## src/rtl/fifo_pkg.sv

```systemverilog
// Shared constants and helpers for the single-clock FIFO family.
package fifo_pkg;

   // Read-mode selector values for FWFT_MODE
   localparam string FWFT_TRUE  = "TRUE";
   localparam string FWFT_FALSE = "FALSE";

   // Width needed to hold a word count of 0..depth
   function automatic int unsigned cnt_width(input int unsigned depth);
      return 32'($clog2(depth + 1));
   endfunction

   // Width needed to address 0..depth-1 (at least one bit)
   function automatic int unsigned ptr_width(input int unsigned depth);
      return (depth > 1) ? 32'($clog2(depth)) : 32'd1;
   endfunction

   // Pointer increment that wraps at depth, no power-of-two assumption
   function automatic int unsigned ptr_inc(input int unsigned ptr, input int unsigned depth);
      return (ptr + 1 >= depth) ? 32'd0 : ptr + 1;
   endfunction

endpackage

```

## src/rtl/fifo_ram_sdp.sv

```systemverilog
// Simple dual-port storage array: one synchronous write port, one asynchronous read port.
module fifo_ram_sdp #(
   parameter int unsigned DEPTH     = 8,
   parameter int unsigned DATA_W    = 16,
   parameter int unsigned ADDR_W    = 3,
   parameter string       RAM_STYLE = "distributed"
) (
   input  logic              clk,
   input  logic              we,
   input  logic [ADDR_W-1:0] waddr,
   input  logic [DATA_W-1:0] wdata,
   input  logic [ADDR_W-1:0] raddr,
   output logic [DATA_W-1:0] rdata
);

   // Block-style memories only offer registered reads, which the FIFO cannot use
   if (RAM_STYLE == "block" || RAM_STYLE == "ultra") begin : g_chk_style
      $error("fifo_ram_sdp: RAM_STYLE must support asynchronous read");
   end

   (* ram_style = RAM_STYLE *) logic [DATA_W-1:0] mem [DEPTH];

   // Write port
   always_ff @(posedge clk) begin
      if (we) begin
         mem[waddr] <= wdata;
      end
   end

   // Asynchronous read port
   assign rdata = mem[raddr];

endmodule

```

## src/rtl/fifo_single_clock_flags.sv

```systemverilog
// Single-clock RAM FIFO with arbitrary depth, threshold flags, sticky errors,
// synchronous flush and optional first-word-fall-through read.
module fifo_single_clock_flags
   import fifo_pkg::*;
#(
   parameter string       FWFT_MODE = "FALSE",
   parameter int unsigned DEPTH     = 8,
   parameter int unsigned DATA_W    = 16,
   parameter int unsigned AF_LEVEL  = DEPTH - 1,
   parameter int unsigned AE_LEVEL  = 1,
   parameter string       RAM_STYLE = "distributed",
   parameter int unsigned CNT_W     = cnt_width(DEPTH)
) (
   input  logic              clk,
   input  logic              nrst,
   input  logic              flush,
   input  logic              w_req,
   input  logic [DATA_W-1:0] w_data,
   input  logic              r_req,
   output logic [DATA_W-1:0] r_data,
   output logic [CNT_W-1:0]  cnt,
   output logic              empty,
   output logic              full,
   output logic              almost_empty,
   output logic              almost_full,
   output logic              overflow,
   output logic              underflow
);

   localparam int unsigned PTR_W   = ptr_width(DEPTH);
   localparam bit          IS_FWFT = (FWFT_MODE == FWFT_TRUE);

   // Elaboration-time parameter sanity
   if (DEPTH < 2) begin : g_chk_depth
      $error("fifo_single_clock_flags: DEPTH must be >= 2");
   end
   if (AF_LEVEL < 1 || AF_LEVEL > DEPTH) begin : g_chk_af
      $error("fifo_single_clock_flags: AF_LEVEL must be in 1..DEPTH");
   end
   if (AE_LEVEL > DEPTH - 1) begin : g_chk_ae
      $error("fifo_single_clock_flags: AE_LEVEL must be in 0..DEPTH-1");
   end
   if (FWFT_MODE != FWFT_TRUE && FWFT_MODE != FWFT_FALSE) begin : g_chk_mode
      $error("fifo_single_clock_flags: FWFT_MODE must be TRUE or FALSE");
   end
   if (CNT_W != cnt_width(DEPTH)) begin : g_chk_cntw
      $error("fifo_single_clock_flags: CNT_W is derived and must not be overridden");
   end

   logic              wa;
   logic              ra;
   logic [PTR_W-1:0]  wr_ptr;
   logic [PTR_W-1:0]  rd_ptr;
   logic [PTR_W-1:0]  wr_ptr_inc;
   logic [PTR_W-1:0]  rd_ptr_inc;
   logic [PTR_W-1:0]  wr_ptr_nxt;
   logic [PTR_W-1:0]  rd_ptr_nxt;
   logic [PTR_W-1:0]  ram_raddr;
   logic [CNT_W-1:0]  cnt_nxt;
   logic              overflow_nxt;
   logic              underflow_nxt;
   logic [DATA_W-1:0] r_data_nxt;
   logic [DATA_W-1:0] ram_rdata;

   // Status flags straight from the registered count
   assign empty        = (cnt == '0);
   assign full         = (cnt == CNT_W'(DEPTH));
   assign almost_full  = (cnt >= CNT_W'(AF_LEVEL));
   assign almost_empty = (cnt <= CNT_W'(AE_LEVEL));

   // A write into a full FIFO is still accepted when a pop frees the slot
   assign wa = w_req & (~full | r_req);
   assign ra = r_req & ~empty;

   // Wrapped pointer successors
   always_comb begin
      wr_ptr_inc = PTR_W'(ptr_inc(32'(wr_ptr), DEPTH));
      rd_ptr_inc = PTR_W'(ptr_inc(32'(rd_ptr), DEPTH));
   end

   // FWFT prefetches the word behind the head; normal mode reads the head itself
   assign ram_raddr = IS_FWFT ? rd_ptr_inc : rd_ptr;

   fifo_ram_sdp #(
      .DEPTH     (DEPTH),
      .DATA_W    (DATA_W),
      .ADDR_W    (PTR_W),
      .RAM_STYLE (RAM_STYLE)
   ) u_ram (
      .clk   (clk),
      .we    (wa & ~flush),
      .waddr (wr_ptr),
      .wdata (w_data),
      .raddr (ram_raddr),
      .rdata (ram_rdata)
   );

   // Next-state for pointers, count, error flags and the output register
   always_comb begin
      wr_ptr_nxt    = wr_ptr;
      rd_ptr_nxt    = rd_ptr;
      cnt_nxt       = cnt;
      overflow_nxt  = overflow;
      underflow_nxt = underflow;
      r_data_nxt    = r_data;

      if (flush) begin
         wr_ptr_nxt    = '0;
         rd_ptr_nxt    = '0;
         cnt_nxt       = '0;
         overflow_nxt  = 1'b0;
         underflow_nxt = 1'b0;
      end else begin
         if (wa) begin
            wr_ptr_nxt = wr_ptr_inc;
         end
         if (ra) begin
            rd_ptr_nxt = rd_ptr_inc;
         end

         if (wa && !ra) begin
            cnt_nxt = cnt + CNT_W'(1);
         end else if (ra && !wa) begin
            cnt_nxt = cnt - CNT_W'(1);
         end

         if (w_req && !wa) begin
            overflow_nxt = 1'b1;
         end
         if (r_req && !ra) begin
            underflow_nxt = 1'b1;
         end

         if (IS_FWFT) begin
            // Bypass when the new word becomes the head, else advance to the next stored word
            if (wa && (empty || (ra && cnt == CNT_W'(1)))) begin
               r_data_nxt = w_data;
            end else if (ra && cnt >= CNT_W'(2)) begin
               r_data_nxt = ram_rdata;
            end
         end else if (ra) begin
            r_data_nxt = ram_rdata;
         end
      end
   end

   // State registers
   always_ff @(posedge clk or negedge nrst) begin
      if (!nrst) begin
         wr_ptr    <= '0;
         rd_ptr    <= '0;
         cnt       <= '0;
         overflow  <= 1'b0;
         underflow <= 1'b0;
         r_data    <= '0;
      end else begin
         wr_ptr    <= wr_ptr_nxt;
         rd_ptr    <= rd_ptr_nxt;
         cnt       <= cnt_nxt;
         overflow  <= overflow_nxt;
         underflow <= underflow_nxt;
         r_data    <= r_data_nxt;
      end
   end

endmodule
```

## config.mk

```make
export PLATFORM = sky130hd
export DESIGN_NAME = fifo_single_clock_flags
export DESIGN_NICKNAME = d
export VERILOG_FILES = /design/src/rtl/fifo_pkg.sv /design/src/rtl/fifo_ram_sdp.sv /design/src/rtl/fifo_single_clock_flags.sv
export SDC_FILE = /design/constraint.sdc
export NUM_CORES = 1
export LEC_CHECK = 0
export CORE_ASPECT_RATIO = 1.75
export CORE_UTILIZATION = 40
export DETAILED_ROUTE_END_ITERATION = 6
export DONT_BUFFER_PORTS = 1
export MAX_ROUTING_LAYER = met4
export SYNTH_ARGS = -nofsm -noshare
export SYNTH_HDL_FRONTEND = slang
export SYNTH_SLANG_ARGS = --single-unit
```

## constraint.sdc

```tcl
create_clock -name clk -period 4.5 [get_ports clk]
set_input_delay 0.225 -clock clk [delete_from_list [all_inputs] [get_ports clk]]
set_output_delay 0.225 -clock clk [all_outputs]
set_load 0.03 [all_outputs]
```

==> impl_metrics.yaml, run 1 <==
final_layout:
  ff_latch_area_um2: 4546
  fin_cells: 582
  num-nets-final: 410
  syn2layout_area_growth_pct: 17.16
  stdcell_area_um2: 7363
  diodes: 0
  multi_input_area_um2: 1644
  fillCellCount: 1258
  drive_gt1_frac: 0.2222
timing:
  max_freq_mhz: 326.1
  fin_crit_sh: 0.6816
  holdWs_ps: 20.68
  maxSlewHeadroom: 0.1869
  drv_slew: 0
  setup_tns_ps: 0
  setup_violations: 0
  rsz0062_at_grt: "false"
  period_needed_ps: 3067
  tightest_slew_ps: 1220
  clock_skew_ps: 12.21
  hold_viol: 0
route:
  wirelength_um: 12130
  drc_errors: 0
  num_vias: 3188
  first_pass_iters: 4
  ant_nets: 0
  routedWlPerCell_um: 20.84
  drtIter0Drc: 324
  via_per_inst: 5.478
worst_setup_path:
  crit_chain: "inv_1 > ha_1 > and4bb_2 > nor3_1 > nand2_1 > nor2_1 > buf_4"
  reg2regPathDepth: 7
  crit_slowest_cell: "nor2_1"
  cp.arrival_ps: 3170
  critical_path_required_ps: 4610
  crit_path_max_incr_delay_ps: 650
  startpoint_type: "flop"
  crit_path_end_kind: "flop"
  critPathMaxFanout: 9
  crit_type: "reg2reg"
power:
  ir_worst_vdd_uv: 244.3
  p_leak_nw: 2.430
  cellPowerDensity_nw_per_um2: 593.9
die:
  die_h_um: 167.8
  row_count: 60
  start_util: 0.4084
  pin_count: 47
  dieArea_um2: 16240
  core-area_um2: 15390
  die_w_um: 96.76
synthesis:
  seq_area_frac_synth: 0.7231
  synthTopCellsByCount: "128 x edfxtp_1, 32 x mux4_2, 31 x nor2_1, 28 x dfrtp_1, 27 x a21oi_1"
  synth_cells: 351
  syn_area_per_cell_um2: 17.91
  synthArstFlopShare: 0.1795
  synth.top_cell.area_share: 0.6116
  yosys.cell_count.top_type: "edfxtp_1"
  synth_ff_type: "edfxtp_1"
  synthTopCellsByArea: "edfxtp_1 61%, mux4_2 11%, dfrtp_1 11%"
  syn_nets: 378
  synth-edff-count: 128
  ys_types: 41
  yosys_register_bits: 156
  yosys_warnings: 0
  synth_top_area_cell: "edfxtp_1"
  synth_area_um2: 6285
global_routing:
  grt_pass1_wl_um: 19610
  overflow: 0
  grt_pass1_vias: 3512
  grt_use_total: 0.1671
  grt_max_degree: 29
  antenna_found_initial: 0
job:
  drv_cap: 0
placed_design:
  routabilityCongestion: 0.8318
  dpl.hpwl_um: 7820
  placed_area_um2: 6524
  place_inst: 529
  io_buffer_count: 0
min_path:
  whs_path_depth: 2
  hp-class: "in2reg"
clock_tree:
  clkSinkCount: 156
  clk_latency_ps: 410
  clkTransAtPathRegs_ps: 60
  cts_resized: 0
  clk_path_buf_depth: 2
  postCtsSetupRepairBufs: 0
  cts_tree: "yes"
  numCtsBuffers: 17
  cts_root_buf: "clkbuf_16"
  htree_levels: 4
outcome:
  status: "finished clean"
[kinds of logic after synthesis]
kind of cell | count (synthesis) | share of synthesized area
buffers and inverters | 23 | 0.01772
adder cells (fa/ha/maj) | 6 | 0.01194
multiplexers | 50 | 0.1433
AND/OR/NAND/NOR | 76 | 0.06550
XOR/XNOR | 3 | 0.004182
AO/OA/AOI/OAI | 37 | 0.03424
flip-flops | 156 | 0.7231
[worst max-delay path: cells and delay by family (launching register included)]
family | cells | cell delay [ps]
flops | 1 | 620
buf+inv | 2 | 470
fa+ha+maj | 1 | 290
simple gates | 4 | 1380
[what timing repair did]
| action | in CTS | in global routing |
|---|---|---|
| hold endpoints to repair | 166 | 0 |
| hold buffers | 21 | 0 |
| setup endpoints to repair | 0 | 0 |
[path summary, 6_finish.rpt]
path	from	end	slack [ps]
worst min register to register	wr_ptr[2]	wr_ptr[2]	640
worst max register to register	cnt[0]	u_ram.mem[5][1]	1430
max in group asynchronous	nrst	r_data[12]	4040
min in group asynchronous	nrst	r_data[7]	280
worst max-delay path	cnt[0]	u_ram.mem[5][1]	1430
worst min-delay path	w_req	wr_ptr[1]	20
[layer usage]
| metal | global-route usage | up-vias | part of all wire |
|---|---|---|---|
| met5 | - | - | 0 |
| met4 | 0.06879 | 0 | 0.013 |
| met3 | 0.04068 | 13 | 0.044 |
| met2 | 0.2710 | 73 | 0.53 |
| met1 | 0.2005 | 1666 | 0.42 |
| li1 | - | 1436 | - |
[stage by stage]
stage	setup slack (ps)	utilization	total power [W]
2_1_floorplan	1435	-	0.002709
3_3_place_gp	1693	0.4239	0.002881
3_5_place_dp	1480	0.4239	0.002901
4_1_cts	1449	0.4785	0.004430
5_1_grt	1269	0.4785	0.004578
6_report	1433	0.4785	0.004373
[flip-flops by register name (all words and copies together), names as in the netlist]
| register | flops |
|---|---|
| r_data | 16 |
| underflow | 1 |
| wr_ptr | 3 |
| u_ram.mem | 128 |
| ram_raddr | 3 |
| overflow | 1 |
| cnt | 4 |
[cell usage in the layout (no fill, tap or decap), types with 2 or more instances in the layout]
| master | instances |
|---|---|
| and2_1 | 2 |
| nand2_1 | 8 |
| clkbuf_16 | 17 |
| nor2b_1 | 2 |
| nor2_1 | 31 |
| clkinvlp_4 | 2 |
| nand2b_1 | 3 |
| nor4_1 | 3 |
| buf_4 | 12 |
| xor2_1 | 2 |
| clkinv_4 | 2 |
| nor3_1 | 3 |
| clkinv_2 | 4 |
| a21oi_1 | 27 |
| nor3b_1 | 3 |
| nor3_2 | 2 |
| mux2i_1 | 18 |
| o21ai_0 | 4 |
| edfxtp_1 | 128 |
| dfrtp_1 | 27 |
| inv_1 | 3 |
| nand3_1 | 5 |
| bufinv_16 | 4 |
| ha_1 | 6 |
| nand4b_1 | 3 |
| or3b_2 | 2 |
| mux4_2 | 32 |
| clkbuf_1 | 2 |
| dlygate4sd3_1 | 20 |
[layout make-up]
class / count / share of cell area
Sequential cell: 156 / 0.6173
Clock inverter: 12 / 0.02345
Clock buffer: 20 / 0.06066
Tap cell: 186 / 0.03161
Inverter: 3 / 0.001529
Timing Repair Buffer: 33 / 0.04214
Multi-Input combinational cell: 172 / 0.2233
[power by group]
group          switching [W]  internal [W]  total [W]  leakage [nW]
logic               0.000443      0.000395   0.000839         0.638
clock network       0.000542      0.000941    0.00148         0.300
registers           0.000359       0.00169    0.00205          1.49
total                0.00134       0.00303    0.00437          2.43
(Power assumes the default switching activity.)
==> run 2, diff against run 1 <==
==> constraint.sdc (replaced) <==
create_clock -name clk -period 2.47 [get_ports clk]
set_input_delay 0.1235 -clock clk [delete_from_list [all_inputs] [get_ports clk]]
set_output_delay 0.1235 -clock clk [all_outputs]
set_load 0.03 [all_outputs]
==> run 2 against run 1 <==
Effect of this change: power up 84%; via count up 0.75%; first-iteration DRC count down 38%; non-clock buffer count up 7; register-to-register slack worse by 1300 ps; die area unchanged; clock skew down 5.2 ps; fmax up 33%; largest power group unchanged.
==> impl_metrics.yaml, run 2 (same netlist as run 1, synthesis figures left out) <==
outcome:
  status: "finished clean"
final_layout:
  final_core_util: 0.4850
  top_register: "u_ram.mem"
  syn2layout_area_growth_pct: 18.75
  largest_reg_flops: 128
  fillCellCount: 1231
  num-nets-final: 417
  fin_cells: 590
  stdcell_area_um2: 7463
  reg.largest.list: "u_ram.mem x128, r_data x16, cnt x4"
  drive_gt1_frac: 0.2407
  layout_common_cells: "128 x edfxtp_1, 32 x mux4_2, 31 x nor2_1, 27 x a21oi_1, 27 x dfrtp_1"
  layout_commonest_cell: "edfxtp_1"
die:
  pin_count: 47
  core-area_um2: 15390
  start_util: 0.4084
  die_w_um: 96.76
  row_count: 60
  die_h_um: 167.8
  dieArea_um2: 16240
timing:
  tightest_slew_ps: 1105
  drv_slew: 0
  holdWs_ps: 19.07
  layout_setup_ws_ps: 157.7
  rsz0062_at_grt: "false"
  period_needed_ps: 2312
  clock_skew_ps: 7.055
  setup_violations: 0
  fin_crit_sh: 0.9361
  hold_viol: 0
  max_freq_mhz: 432.5
  maxSlewHeadroom: 0.2632
placed_design:
  routabilityCongestion: 0.8952
  io_buffer_count: 0
  placed_area_um2: 6611
  place_inst: 535
  dp_worst_setup_slack_ps: 244.3
  dpl.hpwl_um: 8035
route:
  ant_nets: 0
  drtIter0Drc: 200
  num_vias: 3212
  first_pass_iters: 4
  routedWlPerCell_um: 20.67
  drc_errors: 0
  via_per_inst: 5.444
  wirelength_um: 12200
worst_setup_path:
  reg2regPathDepth: 7
  worstReg2RegEnd: "wr_ptr[2]"
  cp.arrival_ps: 2670
  r2r-start: "cnt[0]"
  startpoint_type: "flop"
  crit_path_end_kind: "flop"
  critical_path_required_ps: 2830
  crit_type: "reg2reg"
  r2r_setup_slack_ps: 160
  critPathMaxFanout: 5
global_routing:
  grt_use_total: 0.1667
  grt_pass1_wl_um: 19530
  antenna_found_initial: 0
  grt_pass1_vias: 3437
  overflow: 0
  grt_max_degree: 37
power:
  p_comb_frac: 0.227
  netSwitchingFraction: 0.3245
  clockPowerShare: 0.333
  intPower_w: 0.005445
  cellPowerDensity_nw_per_um2: 1080
  p_leak_nw: 2.479
  seq_power_share: 0.440
  switchingPower_w: 0.002616
  ir_worst_vdd_uv: 511.9
clock_tree:
  postCtsSetupRepairBufs: 0
  clk_path_buf_depth: 2
  clkSinkCount: 156
  clk_latency_ps: 420
  numCtsBuffers: 17
  clkTransAtPathRegs_ps: 70
  htree_levels: 4
  cts_root_buf: "clkbuf_16"
  cts_tree: "yes"
min_path:
  hold_start: "flush"
  hp-class: "in2reg"
  hold_path_end: "cnt[2]"
  whs_path_depth: 3
job:
  drv_cap: 0
[run 2: changes by cell type in the layout (fill, tap and decap cells not counted), moves of 2 or more]
cell / before / now
inv_8: 0 / 6
clkinv_2: 4 / 0
inv_6: 0 / 4
buf_12: 1 / 4
buf_4: 12 / 15
bufinv_16: 4 / 2
clkbuf_1: 2 / 0
clkinv_4: 2 / 0
[run 2: power by group through the flow]
stage | clock network, W | logic (W) | registers, W
after floorplan | 0 | 0.00135 | 0.00359
after global placement | 0 | 0.00176 | 0.00360
after detailed placement | 0 | 0.00178 | 0.00361
after CTS | 0.00274 | 0.00186 | 0.00355
after global routing | 0.00286 | 0.00202 | 0.00358
final | 0.00269 | 0.00183 | 0.00355
[run 2: worst max-delay path by stage]
stage                 from              end  slack [ps]  depth (start not counted)
floorplan           cnt[0]  u_ram.mem[2][0]        -170                          6
global placement    cnt[0]  u_ram.mem[7][3]         360                          7
detailed placement  cnt[0]  u_ram.mem[7][5]         240                          7
CTS                 cnt[0]        wr_ptr[2]         170                          7
global route        cnt[1]        wr_ptr[2]          20                          7
finish              cnt[0]        wr_ptr[2]         160                          7
[run 2: what timing repair did]
action	CTS	global route
hold endpoints to repair	167	0
hold buffers	22	0
resized for setup	0	0
[run 2: cell type report]
cell class	count	area (um2)	share of cell area
Inverter	3	11.26	0.001509
Tap cell	186	232.7	0.03118
Timing Repair Buffer	40	402.9	0.05398
Sequential cell	156	4546	0.6091
Clock inverter	15	193.9	0.02598
Clock buffer	17	425.4	0.05700
Multi-Input combinational cell	172	1649	0.2210
Antenna cell	1	2.502	0.0003353
[run 2: routing by layer]
| metal | up-vias | track usage | part of all wire |
|---|---|---|---|
| met3 | 9 | 0.04608 | 0.055 |
| met1 | 1658 | 0.1930 | 0.39 |
| met2 | 89 | 0.2771 | 0.54 |
| li1 | 1456 | - | - |
| met4 | 0 | 0.06165 | 0.011 |
| met5 | - | - | 0 |
[run 2: metrics by stage]
step | setup TNS (ps) | total power (W)
2_1_floorplan | -19240 | 0.004947
3_3_place_gp | 0 | 0.005355
3_5_place_dp | 0 | 0.005386
4_1_cts | 0 | 0.008155
5_1_grt | 0 | 0.008449
6_report | 0 | 0.008060
[run 2: worst max-delay path, stage by stage (launching register included)]
cell and delay, ps:
dfrtp_1 340, inv_1 70, ha_1 250, and4bb_2 260
nand2b_4 160, or3b_2 450, a21oi_1 150, dlygate4sd3_1 560
